===== src/rtl/opl_timer_bank.sv =====
// OPL-style timer bank: up to four 8-bit up-counting timers behind a two-bank
// index/data register port, with status flags, interrupt and a poll-storm detector.
module opl_timer_bank #(
    parameter int          NUM_TIMERS  = 2,
    parameter logic [35:0] RESOLUTION  = {9'd319, 9'd319, 9'd319, 9'd79},
    parameter int          POLL_LIMIT  = 20,
    parameter int          POLL_WINDOW = 100000
) (
    input  logic       clk,
    input  logic       reset,
    input  logic       ce_1us,
    input  logic [1:0] addr,
    input  logic [7:0] din,
    input  logic       we,
    input  logic       rd,
    output logic [7:0] dout,
    output logic       irq_n
);
    localparam logic [5:0]  LIMIT     = 6'(POLL_LIMIT);
    localparam logic [16:0] WINDOW    = 17'(POLL_WINDOW);
    localparam bit          HAS_BANK1 = (NUM_TIMERS > 2);

    logic        we_q, we_d, rd_q, rd_d;
    logic        we_armed_q, we_armed_d;
    logic [8:0]  index_q, index_d;
    logic [5:0]  rdcnt_q, rdcnt_d;
    logic [16:0] us_q, us_d;
    logic        force_q, force_d;
    logic        wr_ev, rd_ev, data_wr, ctrl_any;
    logic [3:0]  flag;
    logic [1:0]  bank_flags;

    always_comb begin
        // we_armed blocks a write event until we has been seen low after reset
        wr_ev      = we & ~we_q & we_armed_q;
        rd_ev      = rd & ~rd_q;
        data_wr    = wr_ev & addr[0];
        ctrl_any   = data_wr && ((index_q == 9'h004) || (HAS_BANK1 && index_q == 9'h104));
        we_d       = we;
        rd_d       = rd;
        we_armed_d = we_armed_q | ~we;
        index_d    = index_q;
        if (wr_ev && !addr[0]) begin
            index_d = {addr[1], din};
        end

        rdcnt_d = rdcnt_q;
        us_d    = us_q;
        force_d = 1'b0;
        if (rd_ev) begin
            us_d    = '0;
            force_d = (rdcnt_q == LIMIT);
            if (rdcnt_q != 6'h3F) begin
                rdcnt_d = rdcnt_q + 6'd1;
            end
        end else if (us_q >= WINDOW || ctrl_any) begin
            rdcnt_d = '0;
            us_d    = '0;
        end else if (ce_1us && us_q != 17'h1FFFF) begin
            us_d = us_q + 17'd1;
        end
    end

    always_ff @(posedge clk) begin
        if (reset) begin
            we_q       <= 1'b0;
            rd_q       <= 1'b0;
            we_armed_q <= ~we;
            index_q    <= '0;
            rdcnt_q    <= '0;
            us_q       <= '0;
            force_q    <= 1'b0;
        end else begin
            we_q       <= we_d;
            rd_q       <= rd_d;
            we_armed_q <= we_armed_d;
            index_q    <= index_d;
            rdcnt_q    <= rdcnt_d;
            us_q       <= us_d;
            force_q    <= force_d;
        end
    end

    for (genvar gi = 0; gi < 4; gi++) begin : g_timer
        if (gi < NUM_TIMERS) begin : g_on
            localparam int         BANK       = gi / 2;
            localparam int         SLOT       = gi % 2;
            localparam logic [8:0] PRESET_IDX = 9'(BANK * 256 + 2 + SLOT);
            localparam logic [8:0] CTRL_IDX   = 9'(BANK * 256 + 4);
            localparam logic [8:0] RES        = RESOLUTION[9*gi +: 9];

            logic [7:0] preset_q, preset_d, counter_q, counter_d;
            logic [8:0] sub_q, sub_d;
            logic       mask_q, mask_d, start_q, start_d, start_dly_q, start_dly_d;
            logic       ovf_q, ovf_d, flag_q, flag_d;
            logic       ctrl_wr;

            always_comb begin
                ctrl_wr     = data_wr && (index_q == CTRL_IDX);
                preset_d    = preset_q;
                mask_d      = mask_q;
                start_d     = start_q;
                start_dly_d = start_q;
                counter_d   = counter_q;
                sub_d       = sub_q;
                ovf_d       = 1'b0;
                flag_d      = flag_q;

                if (data_wr && index_q == PRESET_IDX) begin
                    preset_d = din;
                end
                if (ctrl_wr && !din[7]) begin
                    mask_d  = (SLOT == 0) ? din[6] : din[5];
                    start_d = (SLOT == 0) ? din[0] : din[1];
                end

                // The cycle after start rises is spent loading; its ce_1us is dropped.
                if (start_q && !start_dly_q) begin
                    counter_d = preset_q;
                    sub_d     = RES;
                end else if (start_q && ce_1us) begin
                    if (sub_q != 9'd0) begin
                        sub_d = sub_q - 9'd1;
                    end else begin
                        sub_d = RES;
                        if (counter_q == 8'hFF) begin
                            counter_d = preset_q;
                            ovf_d     = 1'b1;
                        end else begin
                            counter_d = counter_q + 8'd1;
                        end
                    end
                end

                if (ctrl_wr && din[7]) begin
                    flag_d = 1'b0;
                end
                if ((ovf_q || force_q) && !mask_q) begin
                    flag_d = 1'b1;
                end
            end

            always_ff @(posedge clk) begin
                if (reset) begin
                    preset_q    <= '0;
                    mask_q      <= 1'b0;
                    start_q     <= 1'b0;
                    start_dly_q <= 1'b0;
                    counter_q   <= '0;
                    sub_q       <= '0;
                    ovf_q       <= 1'b0;
                    flag_q      <= 1'b0;
                end else begin
                    preset_q    <= preset_d;
                    mask_q      <= mask_d;
                    start_q     <= start_d;
                    start_dly_q <= start_dly_d;
                    counter_q   <= counter_d;
                    sub_q       <= sub_d;
                    ovf_q       <= ovf_d;
                    flag_q      <= flag_d;
                end
            end

            assign flag[gi] = flag_q;
        end else begin : g_off
            assign flag[gi] = 1'b0;
        end
    end

    assign bank_flags = addr[1] ? flag[3:2] : flag[1:0];
    assign dout       = {bank_flags[0] | bank_flags[1], bank_flags[0], bank_flags[1], 5'b0};
    assign irq_n      = ~|flag;

endmodule


===== config.mk =====
export PLATFORM = sky130hd
export DESIGN_NAME = opl_timer_bank
export DESIGN_NICKNAME = d
export VERILOG_FILES = /design/src/rtl/opl_timer_bank.sv
export SDC_FILE = /design/constraint.sdc
export NUM_CORES = 1
export LEC_CHECK = 0
export ABC_AREA = 1
export CAP_MARGIN = 10
export CORE_MARGIN = 5
export CORE_UTILIZATION = 45
export CTS_CLUSTER_SIZE = 16
export DETAILED_ROUTE_END_ITERATION = 7
export PLACE_DENSITY = 0.69
export SLEW_MARGIN = 20
export SYNTH_ARGS = -nofsm -noshare
export SYNTH_HDL_FRONTEND = slang
export SYNTH_SLANG_ARGS = --single-unit
export TNS_END_PERCENT = 50

===== constraint.sdc =====
create_clock -name clk -period 1.88 [get_ports clk]
set_input_delay 0.47 -clock clk [delete_from_list [all_inputs] [get_ports clk]]
set_output_delay 0.47 -clock clk [all_outputs]
set_load 0.01 [all_outputs]

* After elaboration in Yosys (flattened, before gate mapping) *
Index checks and enable logic that the tools add are counted.

operators by class
  $add $sub $neg = 6
  magnitude comparators = 1
  eq/ne operators = 11
  muxes and demuxes = 24
  bitwise operators = 12
  reduce and logical (&&, ||, !) cells = 40

operators with widths
  cell                                                        number
  2-to-1 mux 8 bit                                            8
  2-to-1 mux 9 bit                                            4
  == test 9 x 2 -> 1 bit (second input constant)              2
  2-to-1 mux 6 bit                                            3
  nonzero test 9 bit                                          2
  subtractor 9 x 1 -> 9 bit (second input constant)           2
  adder 17 x 1 -> 17 bit (second input constant)              1
  greater-or-equal comparator 17 bit (second input constant)  1
  inequality test 17 bit (second input constant)              1
  adder 8 x 1 -> 8 bit (second input constant)                2
  == test 8 bit (second input constant)                       2
  2-to-1 mux 7 bit                                            2
  logical AND 1 bit                                           13
  nonzero test 2 bit                                          5
  == test 9 x 3 -> 1 bit (second input constant)              1
  OR reduction 2 bit                                          4
  OR reduction 4 bit                                          2
  logical NOT 1 bit                                           7
  adder 6 x 1 -> 6 bit (second input constant)                1
  == test 6 x 5 -> 1 bit (second input constant)              1
  2-to-1 mux 1 bit                                            6
  inequality test 6 bit (second input constant)               1
  NOT 1 bit                                                   6
  AND reduction 2 bit                                         3
  other kinds (7)                                             14

word-level totals
  flip-flop bits (word level) = 96
  bits of input ports = 15
  output and inout port bits = 9

* Longest topological paths before layout *
Gate-level depths: netlist of the first run.

  word-level depth = 8
  gate-level depth with buffers = 16
  mapped depth without buffers = 16

* Worst setup path before layout of the first run *
Ideal clock, no wire load.

  kind = reg-to-reg
  start point = register us_q[0]
  end point = register us_q[11]
  data arrival time = 1.735 ns
  data required time = 1.771 ns
  setup slack = 0.036 ns
  cell stages (with the launch flop) = 16
  path buffers = 0
  period minus slack after synthesis = 1.844 ns
  cells stage by stage = dfxtp_1 > ha_1 > nand3_1 > nor4_1 > ha_1 > inv_1 > nand2_2 > inv_2 > nand3_2 > nor2_2 > nand2_1 > nor2_2 > nand2_1 > nand2_1 > nand2_1 > inv_1

between the ends
  cells in the longest elaborated chain, start to end = 3
  elaborated cells on any way between the ends = 6
  classes of those cells = add/sub (1); order compare (1); eq/ne (1); reduce/logical (3)

RTL lines
  what                                 line  text
  from (decl)                          27    logic [16:0] us_q, us_d;
  from (signal assigned)               79    us_q <= us_d;
  greater-or-equal comparator 17 bit   56    end else if (us_q >= WINDOW || ctrl_any) begin
  logical OR 1 bit                     56
  OR reduction 3 bit (no source line)  --

Parallel ways exist; a longest one is shown, timed or not.
A chain may end at the register's enable or synchronous reset.

* Final worst setup path of the first run *
  start point = register us_q[14]
  end point = register us_q[13]

The elaborated chain is that of the path after synthesis.

==> out/results.ini, run 1 <==
[yosys]
ys_async_sr_fraction_pct = 0
yosys.cell_types.count = 39
syn_inst = 687
synth_top_flop_cell = dfxtp_1
synth_seq_cells = 96
synth-edff-count = 0
ys_warn_count = 0
syn-cell-area_um2 = 4793
avgSynthCellArea_um2 = 6.977
synth_seq_area_share_pct = 40.09

[finish]
area_growth_syn_to_layout_pct = 20.18
register_area_um2 = 1926
fillers = 1000
diodes = 0
multi_input_area_um2 = 2485
layout.nets = 779
drive_gt1_share_pct = 17.55

[run]
drv_cap = 0

[worst_setup_path]
required_ps = 2150
crit_buf_inv = 2
path_cells = nand2_2, nor2_2, nand4_1, nor4_2, ha_2, inv_2, nand2_4, inv_4, nand3_4, nor2_4, nand2_4, nor2_4, a21oi_1, nor2_1
worstPathMaxFanout = 3
crit_type = flop to flop
start_kind = flop
ff2ff_path_depth = 14
crit_path_end_kind = flop
slowest_stage = dfxtp_2
regToRegSetupSlack_ps = -40
crit_arrival_ps = 2190
path_depth = 14
max_stage_delay_ps = 360
crit_family = simple AND/OR/NAND/NOR gates

[hold_path]
hold_class = flop to flop
whs_path_depth = 2

[drt]
vias = 4289
final_antenna_net_count = 0
viasPerCell = 4.798
first_pass_iters = 4
wire_per_inst_um = 11.62
drt_iter0_drc = 256
routed_wl_um = 10390
drc = 0

[sta]
finClkSkew_ps = 9.766
hold_viol = 0
hold_ws_ps = 471.8
setup_viol = 4
min_period_ps = 1918
rsz0062_at_grt = yes
period_share_pct = 102.0
setup_ws_ps = -38.48
fmax_mhz = 521.2
maxSlewViolCount = 0

[clock_network]
clkTransAtPathRegs_ps = 100
cts.sinks = 96
cts_tree = built
clock-root-buffer = clkbuf_8
insertion_delay_ps = 370
cts_buffers = 9
cts-hold-fix-buffers = 0
cts_max_level = 3
ctsLongestPathBuffers = 2

[outcome]
status = finished with violations
violations = negative setup slack

[pwr]
pwr-share-clk_pct = 35.8
power_switching_mw = 0.9435
switching_share_pct = 25.83
power_frac_comb_pct = 7.3
ir_drop_v = 0.0003112
power_frac_seq_pct = 56.9
p_leak_nw = 2.502
internal_power_mw = 2.710
power.density_nw_per_um2 = 634.2
power_mw = 3.653

[die]
dieArea_um2 = 12820
core_um2 = 10370
num_rows = 37
num_io_pins = 24
start_util_pct = 46.22
dieHeight_um = 113.2
dieWidth_um = 113.2

[placed_design]
io_buffers = 18
place_ws_ps = -211.9
dp_hpwl_um = 7611
place_congestion = 0.8417

[global_route]
grt_pass1_vias = 4169
grt_remaining_overflow = 0
grt_pass1_wl_um = 18000
grt_max_degree = 35
grtUsageTotal_pct = 16.80
antenna_found_initial = 0

area by class of cell:
cell class | instances | share of cell area (%)
clock buffer | 10 | 2.389
clock inverter | 6 | 0.8471
tap | 136 | 2.954
multi-input combinational | 477 | 43.14
timing repair buffer | 69 | 10.69
sequential | 96 | 33.43
inverter | 100 | 6.560
power by group through the flow:
stage	clock (mW)	combinational, mW	sequential (mW)
finish	1.31	0.268	2.08
global route	1.42	0.301	2.08
CTS	1.35	0.266	2.08
detailed placement	0	0.264	2.12
global placement	0	0.258	2.12
floorplan	0	0.156	2.12
tightest hold or removal path, cell delays in order (launching register included):
cell and delay (ps):
dfxtp_1 320, nand2_1 60, a21oi_1 50
synthesized netlist by cell type, types with 11 or more instances:
cell	instances	area (um2)
a21oi_1	38	190.2
dfxtp_1	96	1922
ha_1	11	137.6
inv_1	83	311.6
inv_2	17	63.81
nand2_1	149	559.3
nand3_1	28	140.1
nor2_1	99	371.6
nor3_1	13	65.06
o21ai_0	31	155.2
o21ai_1	24	120.1
xor2_1	21	183.9
worst paths after layout:
kind | startpoint | endpoint
setup / recovery | us_q[14] | us_q[13]
hold / removal | rdcnt_q[3] | rdcnt_q[3]
setup reg to reg | us_q[14] | us_q[13]
hold reg to reg | rdcnt_q[3] | rdcnt_q[3]
per-layer routing:
layer  vias up  share of wire, %  track usage (%)
met1      1963                47            20.92
li1       2288                 -                -
met5         -                 0                0
met4         0               1.1            6.170
met2        31                50            29.11
met3         7               2.2            2.834
through the flow:
| step | setup TNS (ps) | area (um2) | std cells | util [%] |
|---|---|---|---|---|
| after CTS | 0 | 5662 | 893 | 54.60 |
| after detailed placement | -3343 | 5472 | 877 | 52.76 |
| after global routing | -1262 | 5761 | 894 | 55.55 |
| after global placement | -2092 | 5472 | 877 | 52.76 |
| final | -81.39 | 5761 | 894 | 55.55 |
| after floorplan | 0 | 4808 | 691 | - |
timing repair:
| action | in CTS | in global routing |
|---|---|---|
| resized for setup | 6 | 31 |
| endpoints found under the setup margin | 8 | 18 |
| buffers inserted | 0 | 1 |
| pin swaps | 0 | 15 |
cell usage in the layout, fill, tap and decap left out, drive strengths merged:
master	netlist	routed
nor3	14	14
dfxtp	96	96
clkbuf	4	10
a21oi	40	40
dlygate4sd2	0	4
a31oi	2	2
nor3b	2	2
xnor2	5	5
inv	100	104
o21a	8	8
nand3	29	29
buf	14	51
clkinv	0	2
clkdlybuf4s50	0	14
o21bai	3	3
nand2	156	156
o21ai	56	56
xor2	21	21
nand3b	2	2
conb	1	5
or2	4	4
ha	11	11
o211ai	1	1
nor2	107	107
nand4	10	10
nor4	1	1
flip-flops by register name (all words and copies together) (netlist names):
signal,cells
g_timer.g_on.sub_q,18
us_q,17
g_timer.g_on.counter_q,16
g_timer.g_on.preset_q,16
index_q,9
rdcnt_q,6
g_timer.g_on.flag_q,2
g_timer.g_on.mask_q,2
g_timer.g_on.ovf_q,2
g_timer.g_on.start_dly_d,2
g_timer.g_on.start_dly_q,2
force_q,1
rd_q,1
we_armed_q,1
we_q,1
logic make-up (layout without fill, tap and decap cells):
group                    after synthesis  count (layout)  share of synthesized area, %
AO/OA/AOI/OAI                        110             110                         12.56
XOR/XNOR                              26              26                         4.751
adder cells (fa/ha/maj)               11              11                         2.871
buffers and inverters                118             185                         10.18
flip-flops                            96              96                         40.09
other                                  1               5                       0.07823
AND/OR/NAND/NOR                      325             325                         29.47
(Power assumes the default switching activity.)
==> inputs of run 2 (changes only) <==
- CORE_UTILIZATION: 45 -> 54
- PLACE_DENSITY: 0.69 -> 0.86
==> run 2 against run 1 <==
  * The run now ends clean
  * Critical path depth fell by 1
  * Hold slack got worse by 3.8 ps
  * Clock power rose by 5%
  * Global-route usage rose by 3.1 points
  * Die area fell by 15%
  * Sequential cell count did not move
==> out/results.ini, run 2 (synthesis results as in run 1) <==
[finish]
reg_top3 = g_timer.g_on.sub_q x18, us_q x17
area_growth_syn_to_layout_pct = 18.56
layout_common_cells = nand2_1, nor2_1, dfxtp_1, inv_1, buf_4
largest_reg_flops = 18
diodes = 0
regMostFlops = g_timer.g_on.sub_q
final_common_cell = nand2_1
layout.nets = 775
drive_gt1_share_pct = 17.11

[drt]
drt_iter0_drc = 196
final_antenna_net_count = 0
viasPerCell = 5.160
routed_wl_um = 11080
wire_per_inst_um = 12.85
vias = 4448
drc = 0
first_pass_iters = 5

[hold_path]
hold_class = flop to flop

[worst_setup_path]
required_ps = 2160
crit_path_end_kind = flop
worstPathMaxFanout = 4
crit_type = flop to flop
start_kind = flop
crit_arrival_ps = 2140

[clock_network]
cts_tree = built
ctsLongestPathBuffers = 2
cts-hold-fix-buffers = 0
clock-root-buffer = clkbuf_8
cts_buffers = 9
cts.sinks = 96
cts_max_level = 3
insertion_delay_ps = 380
clkTransAtPathRegs_ps = 110

[sta]
period_share_pct = 98.70
maxSlewViolCount = 0
setup_ws_ps = 24.39
hold_ws_ps = 468.0
setup_viol = 0
finClkSkew_ps = 19.38
hold_viol = 0
rsz0062_at_grt = yes
min_period_ps = 1856
fmax_mhz = 538.9

[global_route]
grt_remaining_overflow = 0
grt_max_degree = 34
grt_pass1_vias = 4380
grtUsageTotal_pct = 19.91
grt_pass1_wl_um = 18330
antenna_found_initial = 0

[die]
dieHeight_um = 104.2
dieArea_um2 = 10860
num_rows = 34
core_um2 = 8678
num_io_pins = 24
start_util_pct = 55.23
dieWidth_um = 104.2

[run]
drv_cap = 0

[pwr]
power_frac_seq_pct = 55.9
power_switching_mw = 1.014
pwr-share-clk_pct = 36.8
p_leak_nw = 2.481
power_frac_comb_pct = 7.2
power.density_nw_per_um2 = 654.5
switching_share_pct = 27.28
ir_drop_v = 0.0003998
internal_power_mw = 2.705

[placed_design]
place_ws_ps = -262.2
place_congestion = 0.8876
io_buffers = 18
dp_hpwl_um = 7624

[outcome]
status = completed

-- run 2: cell count changes in the layout (fill, tap and decap cells not counted), sizes merged --
cell / before / now
buf: 51 / 47
clkbuf: 10 / 9
clkdlybuf4s50: 14 / 13
dlygate4sd2: 4 / 5
inv: 104 / 105
-- run 2: critical path: stages (launching register included) --
cell and delay [ps]:
dfxtp_2 360, nand2_2 90, inv_2 70, nand3_2 80
nor4_2 260, ha_2 230, inv_2 50, nand2_4 80
nor2_1 90, buf_4 140, nand2_1 60, nor2_1 50
xnor2_1 140, nor2_1 50
-- run 2: power by group through the flow --
stage	Sequential, mW	Clock, mW	Combinational [mW]
floorplan	2.12	0	0.156
global placement	2.12	0	0.249
detailed placement	2.13	0	0.258
CTS	2.08	1.39	0.260
finish	2.08	1.37	0.269
global route	2.08	1.49	0.298
-- run 2: final timing paths --
kind | from | to | slack [ps] | depth (start not counted)
max | us_q[4] | us_q[6] | 20 | 13
min | rdcnt_q[3] | rdcnt_q[3] | 470 | 2
max reg2reg | us_q[4] | us_q[6] | 20 | 13
min reg2reg | rdcnt_q[3] | rdcnt_q[3] | 470 | 2
-- run 2: area by class of cell --
class	count	area (um2)
repair buffers	65	555.5
clock inverters	7	78.83
flip-flops and latches	96	1934
multi-input cells	477	2477
clock buffers	9	123.9
well taps	108	135.1
fillers	692	2995
inverters	100	377.9
-- run 2: timing repair --
action                                  in CTS  in global routing
gates resized for setup                     16                 21
pin swaps                                    3                 12
setup buffers                                2                  3
endpoints found under the setup margin      12                 16
-- run 2: through the flow --
| step | util (%) | instances | TNS [ps] | cell area [um2] | power [mW] |
|---|---|---|---|---|---|
| floorplan | - | 691 | 0 | 4808 | 2.277 |
| global placement | 61.66 | 841 | -1780 | 5351 | 2.372 |
| detailed placement | 61.66 | 841 | -4157 | 5351 | 2.383 |
| CTS | 64.40 | 859 | 0 | 5589 | 3.731 |
| global route | 65.48 | 862 | -613.1 | 5683 | 3.873 |
| finish | 65.48 | 862 | 0 | 5683 | 3.719 |
-- run 2: per-layer routing --
layer  vias to the layer above  part of all wire (%)  global-route usage (%)
met2                        73                    54                   35.84
li1                       2280                     -                       -
met1                      2079                    41                   21.35
met5                         -                     0                       0
met3                        16                   3.8                   6.021
met4                         0                   1.5                   8.696
